$ cat config.mk
export PLATFORM = sky130hd
export DESIGN_NAME = multicycle_control
export DESIGN_NICKNAME = d
export VERILOG_FILES = /design/src/rtl/riscv_ctrl_pkg.sv /design/src/rtl/mc_output_decode.sv /design/src/rtl/multicycle_control.sv
export SDC_FILE = /design/constraint.sdc
export NUM_CORES = 1
export LEC_CHECK = 0
export CORE_AREA = 4 4 77 79
export DETAILED_ROUTE_END_ITERATION = 8
export DIE_AREA = 0 0 81 83
export PLACE_DENSITY = 0.7
export SLEW_MARGIN = 0
export SYNTH_ARGS = -nofsm -noshare
export SYNTH_HDL_FRONTEND = slang
export SYNTH_SLANG_ARGS = --single-unit
$ cat constraint.sdc
create_clock -name clk -period 2 [get_ports clk]
set_input_delay 0.2 -clock clk [delete_from_list [all_inputs] [get_ports clk]]
set_output_delay 0.2 -clock clk [all_outputs]
set_load 0.05 [all_outputs]
$ cat src/rtl/riscv_ctrl_pkg.sv
// riscv_ctrl_pkg: opcodes, FSM states and control-field encodings for the multi-cycle RV32I controller
package riscv_ctrl_pkg;
  localparam logic [6:0] OP_R      = 7'b0110011;
  localparam logic [6:0] OP_I      = 7'b0010011;
  localparam logic [6:0] OP_LOAD   = 7'b0000011;
  localparam logic [6:0] OP_STORE  = 7'b0100011;
  localparam logic [6:0] OP_BRANCH = 7'b1100011;
  typedef enum logic [3:0] {
    FETCH, DECODE, EXEC_R, EXEC_I, ALU_WB, MEM_ADDR, MEM_RD, MEM_WB, MEM_WR, BRANCH, TRAP
  } state_t;
  localparam logic [1:0] A_PC    = 2'b00;
  localparam logic [1:0] A_OLDPC = 2'b01;
  localparam logic [1:0] A_RS1   = 2'b10;
  localparam logic [1:0] B_RS2   = 2'b00;
  localparam logic [1:0] B_FOUR  = 2'b01;
  localparam logic [1:0] B_IMM   = 2'b10;
  localparam logic [1:0] ALU_ADD = 2'b00;
  localparam logic [1:0] ALU_SUB = 2'b01;
  localparam logic [1:0] ALU_RF  = 2'b10;
  localparam logic [1:0] ALU_IF  = 2'b11;
  typedef struct packed {
    logic       pc_we;
    logic       ir_we;
    logic       iord;
    logic       mem_read;
    logic       mem_write;
    logic       reg_write;
    logic       mem_to_reg;
    logic [1:0] alu_src_a;
    logic [1:0] alu_src_b;
    logic [1:0] alu_op;
    logic       pc_source;
    logic       illegal_op;
  } ctrl_t;
endpackage

$ cat src/rtl/mc_output_decode.sv
// mc_output_decode: Moore control decode; only pc_we/ir_we look at alu_zero/mem_ready
module mc_output_decode
  import riscv_ctrl_pkg::*;
(
  input  state_t i_state,
  input  logic   i_alu_zero,
  input  logic   i_mem_ready,
  output ctrl_t  o_ctrl
);
  always_comb begin
    o_ctrl = '0;
    case (i_state)
      FETCH: begin
        o_ctrl.mem_read  = 1'b1;
        o_ctrl.alu_src_a = A_PC;
        o_ctrl.alu_src_b = B_FOUR;
        o_ctrl.alu_op    = ALU_ADD;
        o_ctrl.ir_we     = i_mem_ready;
        o_ctrl.pc_we     = i_mem_ready;
      end
      DECODE: begin
        o_ctrl.alu_src_a = A_OLDPC;
        o_ctrl.alu_src_b = B_IMM;
      end
      EXEC_R: begin
        o_ctrl.alu_src_a = A_RS1;
        o_ctrl.alu_src_b = B_RS2;
        o_ctrl.alu_op    = ALU_RF;
      end
      EXEC_I: begin
        o_ctrl.alu_src_a = A_RS1;
        o_ctrl.alu_src_b = B_IMM;
        o_ctrl.alu_op    = ALU_IF;
      end
      ALU_WB: o_ctrl.reg_write = 1'b1;
      MEM_ADDR: begin
        o_ctrl.alu_src_a = A_RS1;
        o_ctrl.alu_src_b = B_IMM;
      end
      MEM_RD: begin
        o_ctrl.iord     = 1'b1;
        o_ctrl.mem_read = 1'b1;
      end
      MEM_WB: begin
        o_ctrl.reg_write  = 1'b1;
        o_ctrl.mem_to_reg = 1'b1;
      end
      MEM_WR: begin
        o_ctrl.iord      = 1'b1;
        o_ctrl.mem_write = 1'b1;
      end
      BRANCH: begin
        o_ctrl.alu_src_a = A_RS1;
        o_ctrl.alu_src_b = B_RS2;
        o_ctrl.alu_op    = ALU_SUB;
        o_ctrl.pc_source = 1'b1;
        o_ctrl.pc_we     = i_alu_zero;
      end
      TRAP: o_ctrl.illegal_op = 1'b1;
      default: ;
    endcase
  end
endmodule

$ cat src/rtl/multicycle_control.sv
// multicycle_control: state register, next-state logic and retired-instruction counter
module multicycle_control
  import riscv_ctrl_pkg::*;
#(
  parameter int INSTRET_W = 32
) (
  input  logic                 clk,
  input  logic                 reset,
  input  logic [6:0]           opcode,
  input  logic                 alu_zero,
  input  logic                 mem_ready,
  output logic                 pc_we,
  output logic                 ir_we,
  output logic                 iord,
  output logic                 mem_read,
  output logic                 mem_write,
  output logic                 reg_write,
  output logic                 mem_to_reg,
  output logic [1:0]           alu_src_a,
  output logic [1:0]           alu_src_b,
  output logic [1:0]           alu_op,
  output logic                 pc_source,
  output logic                 illegal_op,
  output logic [3:0]           state_o,
  output logic [INSTRET_W-1:0] instret
);
  state_t                r_state;
  state_t                w_next;
  ctrl_t                 w_ctrl;
  ctrl_t                 w_out;
  logic                  w_retire;
  logic [INSTRET_W-1:0]  r_instret;
  mc_output_decode u_dec (
    .i_state    (r_state),
    .i_alu_zero (alu_zero),
    .i_mem_ready(mem_ready),
    .o_ctrl     (w_ctrl)
  );
  always_ff @(posedge clk) begin
    if (reset) begin
      r_state   <= FETCH;
      r_instret <= '0;
    end else begin
      r_state <= w_next;
      if (w_retire) r_instret <= r_instret + 1'b1;
    end
  end
  assign w_retire = (r_state == ALU_WB) || (r_state == MEM_WB) || (r_state == BRANCH) ||
                    ((r_state == MEM_WR) && mem_ready);
  always_comb begin
    w_next = FETCH;
    case (r_state)
      FETCH:    w_next = mem_ready ? DECODE : FETCH;
      DECODE:   w_next = (opcode == OP_R) ? EXEC_R :
                         (opcode == OP_I) ? EXEC_I :
                         (opcode == OP_LOAD || opcode == OP_STORE) ? MEM_ADDR :
                         (opcode == OP_BRANCH) ? BRANCH : TRAP;
      EXEC_R:   w_next = ALU_WB;
      EXEC_I:   w_next = ALU_WB;
      MEM_ADDR: w_next = (opcode == OP_LOAD) ? MEM_RD : MEM_WR;
      MEM_RD:   w_next = mem_ready ? MEM_WB : MEM_RD;
      MEM_WR:   w_next = mem_ready ? FETCH : MEM_WR;
      default:  w_next = FETCH;
    endcase
  end
  // reset drops every request in the same cycle so memory sees an abort
  assign w_out      = reset ? '0 : w_ctrl;
  assign pc_we      = w_out.pc_we;
  assign ir_we      = w_out.ir_we;
  assign iord       = w_out.iord;
  assign mem_read   = w_out.mem_read;
  assign mem_write  = w_out.mem_write;
  assign reg_write  = w_out.reg_write;
  assign mem_to_reg = w_out.mem_to_reg;
  assign alu_src_a  = w_out.alu_src_a;
  assign alu_src_b  = w_out.alu_src_b;
  assign alu_op     = w_out.alu_op;
  assign pc_source  = w_out.pc_source;
  assign illegal_op = w_out.illegal_op;
  assign state_o    = r_state;
  assign instret    = reset ? '0 : r_instret;
endmodule
==> reports/metrics.yaml, run 1 <==
timing:
  finalSetupViolCount: 0
  drv_slew: 0
  tightestPinTransition_ns: 0.4950
  hold-worst-slack_ns: 0.2900
  max_freq_mhz: 524.3
  finalHoldViolCount: 0
  fin_skew_ns: 0.01072
  rsz0062_at_grt: "true"
  fin_ws_ns: 0.09265
  period_share_pct: 95.37
  finalCriticalPeriod_ns: 1.907
  slew_headroom_pct: 66.89
  final.setup.tns_ns: 0
grt:
  grt_pass1_vias: 2197
  grt_use_total_pct: 17.98
  grt_pass1_wl_mm: 9.936
  antenna_found_initial: 0
  grt_max_degree: 39
  grt.overflow.total: 0
clock_tree:
  cts_buffers: 5
  cts_htree_levels: 2
  path_clk_slew_ns: 0.08
  clock-sinks: 36
  holdBufCountCts: 0
  clock_latency_ns: 0.29
  root_buffer: "clkbuf_8"
  clockBufferDepth: 2
  cts_tree: "done"
logic_synthesis:
  synth_xor_xnor_area_share_pct: 1.157
  synthTopCellsByArea: "dfxtp_1 (32%), mux2_2 (12%), nor2b_1 (9.4%)"
  ys_top_cells_by_count: "dfxtp_1 (36), nor2_1 (35), nor2b_1 (34)"
  yosys.area.top_type: "dfxtp_1"
  yosysUniqueCellTypes: 45
  ys_ff_latch: 36
  syn-instance-count: 277
  synthesis.area_mm2: 0.002271
  synthesis.nets: 289
  synth_fa_ha_area_share_pct: 0.5510
  ys.flop_type: "dfxtp_1"
  ys_seq_area_share_pct: 31.74
  yosys_warnings: 0
  synth_compound_area_share_pct: 8.320
  avgSynthCellArea_um2: 8.198
  synth_simple_gate_area_share_pct: 40.39
  yosysMostFrequentCell: "dfxtp_1"
  synth_edf_count: 0
  async_flop_share_pct: 0
  synth_top_area_share_pct: 31.74
  synth_top_family_by_area: "simple AND/OR/NAND/NOR gates"
  synth_mux_area_share_pct: 12.84
cells_and_area:
  antenna_cells: 0
  nNetsFinal: 352
  final_area_mm2: 0.003376
  area_delta_synth_final_pct: 48.65
  drive_above_1_share_pct: 34.60
  final_util_pct: 63.24
detailed_routing:
  ant_nets: 0
  drt_iter0_drc: 140
  firstDrtPassIters: 4
  vias: 2243
  wl_per_cell_um: 13.93
  vias_per_cell: 5.431
  drt_wl_total_mm: 5.752
  drc: 0
floorplanning:
  core_mm2: 0.005338
  die_h_um: 83
  dieWidth_um: 81
  placementRows: 27
  ios: 62
  initial_core_util_pct: 42.55
  die_area_mm2: 0.006723
critical_path:
  r2r_start: "r_instret[5]$_SDFFE_PP0P_"
  r2r_setup_slack_ns: 0.12
  r2r_cells: 5
  start_kind: "flop"
  crit_fanout: 11
  timing.rr.end: "r_instret[31]$_SDFFE_PP0P_"
  crit_type: "flop to output port"
  worstPathRequired_ns: 1.80
  crit_path_end_kind: "output port"
  crit_arrival_ns: 1.71
min_path:
  min_from: "reset"
  hold_path_end: "r_instret[2]$_SDFFE_PP0P_"
  worst_hold_path_type: "input pin to flop"
  min_path_cells: 2
place:
  portBuffers: 61
  gp_congestion: 0.8541
  pre_cts_slack_ns: -0.004574
  placed_area_mm2: 0.003239
  hpwl_mm: 4.254
power_and_ir_drop:
  ir_worst_vdd_mv: 0.4300
  power_density_mw_per_mm2: 519.3
  p_leak_nw: 1.296
status:
  outcome: "finished, final reports clean"
run:
  drv_cap: 0
==> critical path, cell delays in order, from the launching register on <==
cell and delay, ns:
dfxtp_2 0.41, buf_6 0.18, nor2_1 0.07, and3b_2 0.21, and2_2 0.19, a21o_2 0.18, buf_4 0.18
==> registers in the layout, indices dropped and copies added, names as in the netlist <==
| signal | cells |
|---|---|
| state_o | 4 |
| r_instret | 32 |
==> worst max-delay path by stage <==
stage | startpoint | to | cells after the start
after floorplan | state_o[2]$_SDFF_PP0_ | alu_src_a[0] | 3
after global placement | mem_ready | r_instret[15]$_SDFFE_PP0P_ | 6
after detailed placement | mem_ready | r_instret[15]$_SDFFE_PP0P_ | 6
after CTS | state_o[1]$_SDFF_PP0_ | pc_we | 5
after global routing | r_instret[9]$_SDFFE_PP0P_ | r_instret[31]$_SDFFE_PP0P_ | 4
final | state_o[3]$_SDFF_PP0_ | pc_we | 6
==> power by group <==
group	internal, mW	switching (mW)	total (mW)
Combinational	0.145	0.228	0.373
Sequential	0.725	0.0124	0.738
Clock	0.369	0.273	0.642
Total	1.24	0.514	1.75
==> cell type report <==
class,instances,area [um^2]
fillers,472,1962
clock inverters,3,42.54
multi-input cells,218,1540
well taps,72,90.09
repair buffers,76,894.6
flip-flops and latches,36,728.2
inverters,3,11.26
clock buffers,5,68.82
==> routing by layer <==
layer  GRT usage, %  share of wire [%]  vias up
met2          31.07                 52       50
li1               -                  -     1124
met3          3.796                4.7        6
met5              0                  0        -
met1          22.23                 43     1063
met4          4.762                1.0        0
==> cells in the final DEF (no fill, tap or decap), types with 2 or more instances in the layout <==
cell type / instances
xnor2_1: 2
nor4_2: 2
nor2b_1: 33
nor4b_1: 2
and3_1: 3
inv_1: 3
clkdlybuf4s50_1: 16
nand3_1: 9
mux2_2: 25
nand4_1: 4
nor3_1: 9
nor3_4: 2
dfxtp_1: 32
dfxtp_2: 3
buf_6: 3
nor4b_4: 2
nand2_1: 13
nand2b_1: 2
o211a_1: 2
clkbuf_8: 5
nor3b_1: 4
o21ai_0: 7
buf_12: 22
and2_2: 2
nor2_1: 35
nor4_1: 13
or3_1: 6
a21oi_1: 10
and4_1: 6
buf_4: 34
==> what timing repair did <==
action	in CTS	in global routing
setup buffers	0	0
gates resized for setup	0	7
endpoints found under the setup margin	0	9
==> logic make-up after synthesis <==
logic type,count (synthesis)
AND/OR/NAND/NOR,160
buffers and inverters,23
AO/OA/AOI/OAI,28
flip-flops,36
adder cells (fa/ha/maj),1
XOR/XNOR,3
multiplexers,26
==> stage by stage <==
stage               instances  power (mW)
floorplan                 277       1.003
global placement          405       1.122
detailed placement        405       1.125
CTS                       413       1.775
global route              413       1.839
finish                    413       1.753
No activity file was read; power rests on OpenSTA's default activity.
==> run 2: changes to the inputs <==
- CAP_MARGIN: default -> 20
==> results of run 2 <==
No change in the layout: final DEF, timing and power equal those of run 1.
==> RTL edit (flow settings as in run 2) <==
The parameter `INSTRET_W` goes from 32 to 28.
--- a/src/rtl/multicycle_control.sv
+++ b/src/rtl/multicycle_control.sv
@@ -2,7 +2,7 @@
 module multicycle_control
   import riscv_ctrl_pkg::*;
 #(
-  parameter int INSTRET_W = 32
+  parameter int INSTRET_W = 28
 ) (
   input  logic                 clk,
   input  logic                 reset,
Interface: changed (resized instret); port bits go from 62 to 58. The function was not compared with the original's and may differ.
==> RTL edit against run 2 <==
  * Total power is 11% lower
  * Final area fell by 1.7%
  * Hold slack improved by 150 ps
  * Synthesized area shrank 7.8%
  * Cell count shrank 4.6%
  * Sequential power is 11% lower
  * Worst setup slack got worse by 2.2 ps
  * Sequential cell count down 4
  * Register-to-register slack improved by 70 ps
  * Wire length fell by 3.1%
  * Highest routed layer unchanged
==> RTL edit: results (changes against run 2) <==
SYNTH_CELL_TYPE_COUNT=44  # -2.2%
CLK_PIN_SLEW_PS=60  # -20 ps
CLOCK_BUFFERS=7  # +2
SYNTH_SEQ_AREA_SHARE_PCT=30.6  # -1.2 points
NUMBER_OF_GLOBAL_ROUTE_VIAS_BEFORE_REPAIR=1922  # -13%
POST_ROUTE_CELLS_DRIVE_ABOVE_1_SHARE_PCT=32.9  # -1.7 points
CLOCK-SKEW-FINAL_PS=3.09  # -7.62 ps
AREA.SHARE.SEQUENTIAL_PCT=19.4  # -2.1 points
SYNTH_FA_HA_AREA_SHARE_PCT=0.597  # +0.046 points
UTILIZATION_PCT=62.2  # -1.1 points
SYNTHESIS.NETS=273  # -5.5%
DRT_ITER0_DRCS=125  # -11%
NETLIST.AREA_LEADER.SHARE_PCT=30.6  # -1.2 points
GROUTE.LAYER.MET2.USAGE_PCT=25.7  # -5.4 points
AREA_SHARE_CLOCK_BUF_INV_PCT=2.90  # -0.40 points
PLACE.PORT_BUFFERS=57  # -6.6%
FINAL-NONCLK-BUF-SHARE_PCT=31.5  # +5.0 points
CLKSINKCOUNT=32  # -11%
SYNTH-COMPOUND-AREA-SHARE_PCT=7.89  # -0.43 points
NETLIST_TOP_CELLS_AREA='sky130_fd_sc_hd__dfxtp_1, sky130_fd_sc_hd__mux2_2, sky130_fd_sc_hd__nor2b_1, sky130_fd_sc_hd__nor2_1, sky130_fd_sc_hd__nor4_1'
FRACTION_OF_STANDARD_CELL_AREA_IN_MULTI_INPUT_LOGIC_PCT=43.1  # -2.5 points
GRT_UTIL_MET3_PCT=4.23  # +0.43 points
NUMBER_OF_ITERATIONS_IN_THE_FIRST_DETAILED_ROUTING_PASS=5  # +1
MULTI_INPUT_AREA_UM2=1430  # -7.1%
GP_CONGESTION=0.881  # +3.1%
NUM_VIAS=2110  # -5.9%
SYNTHMUXAREASHARE_PCT=11.8  # -1.1 points
BUFFERS_EXCL_CLOCK=74  # -2.6%
LARGEST_REGISTER_FFS=28  # -13%
POST_PLACEMENT_SETUP_SLACK_PS=-14.9  # -10.3 ps
NUMBER_OF_INSERTED_FILLER_CELLS_IN_THE_FINAL_LAYOUT=473  # +0.21%
SYNTH_XOR_AREA_SHARE_PCT=1.25  # +0.097 points
RUN_STATUS='completed'
IR_DROP_V=0.000325  # -24%
MET1_USAGE_GRT_PCT=23.4  # +1.2 points
GROUTE.USAGE.OVERALL_PCT=17.1  # -0.91 points
NMULTIINPUTCOMBCELLS=206  # -5.5%
GRT_PASS1_WL_MM=9.26  # -6.8%
SYNTHTOPCELLSBYCOUNT='sky130_fd_sc_hd__dfxtp_1, sky130_fd_sc_hd__nor2_1, sky130_fd_sc_hd__nor2b_1, sky130_fd_sc_hd__mux2_2, sky130_fd_sc_hd__nor4_1'
GRT_START_MAX_NET_PINS=34  # -13%
NNETSFINAL=334  # -5.1%
PLACE_AREA_UM2=3200  # -1.3%
WORST-PATH-MAX-FANOUT=15  # +4
DP_HPWL_MM=4.04  # -5.0%
WORST_PIN_SLEW_PS=505  # +9.55 ps
RTL edit: cell count changes after synthesis, moves of 3 or more:
cell,change
sky130_fd_sc_hd__mux2_2,-8
sky130_fd_sc_hd__nor2_1,-5
sky130_fd_sc_hd__nor2b_1,-5
sky130_fd_sc_hd__dfxtp_1,-4
sky130_fd_sc_hd__mux2_1,+4
sky130_fd_sc_hd__and4_1,-3
sky130_fd_sc_hd__nand3_1,+3
sky130_fd_sc_hd__nand4_1,+3
sky130_fd_sc_hd__nor4_1,-3
sky130_fd_sc_hd__or4_1,+3
RTL edit: final timing paths:
kind / start / to / slack, ps / cells past startpoint
max: state_o[3] / pc_we / 90 / 6
min: reset / r_instret[13] / 440 / 3
max reg2reg: state_o[0] / r_instret[5] / 190 / 5
min reg2reg: r_instret[11] / r_instret[11] / 510 / 2
RTL edit: where the power goes:
group | total (mW) | switching, mW | leakage, nW | internal [mW]
Clock | 0.535 | 0.229 | 0.0503 | 0.306
Sequential | 0.660 | 0.0127 | 0.260 | 0.647
Combinational | 0.373 | 0.227 | 0.957 | 0.145
Total | 1.57 | 0.469 | 1.27 | 1.10
RTL edit: critical path, cell delays in order, from the launching register on:
cell                      delay, ps
sky130_fd_sc_hd__dfxtp_2        360
sky130_fd_sc_hd__buf_8          170
sky130_fd_sc_hd__nor2_1         100
sky130_fd_sc_hd__and3b_2        220
sky130_fd_sc_hd__and2_2         210
sky130_fd_sc_hd__a21o_2         180
sky130_fd_sc_hd__buf_4          180
RTL edit: stage by stage:
stage,instances,power (mW)
finish,394,1.57
global route,394,1.65
CTS,394,1.57
detailed placement,387,1.03
global placement,387,1.03
floorplan,261,0.915
RTL edit: layer usage:
metal / vias up / routed length, µm
met5: - / 0
met4: 0 / 104
met3: 8 / 365
met2: 66 / 2640
met1: 978 / 2460
li1: 1058 / -
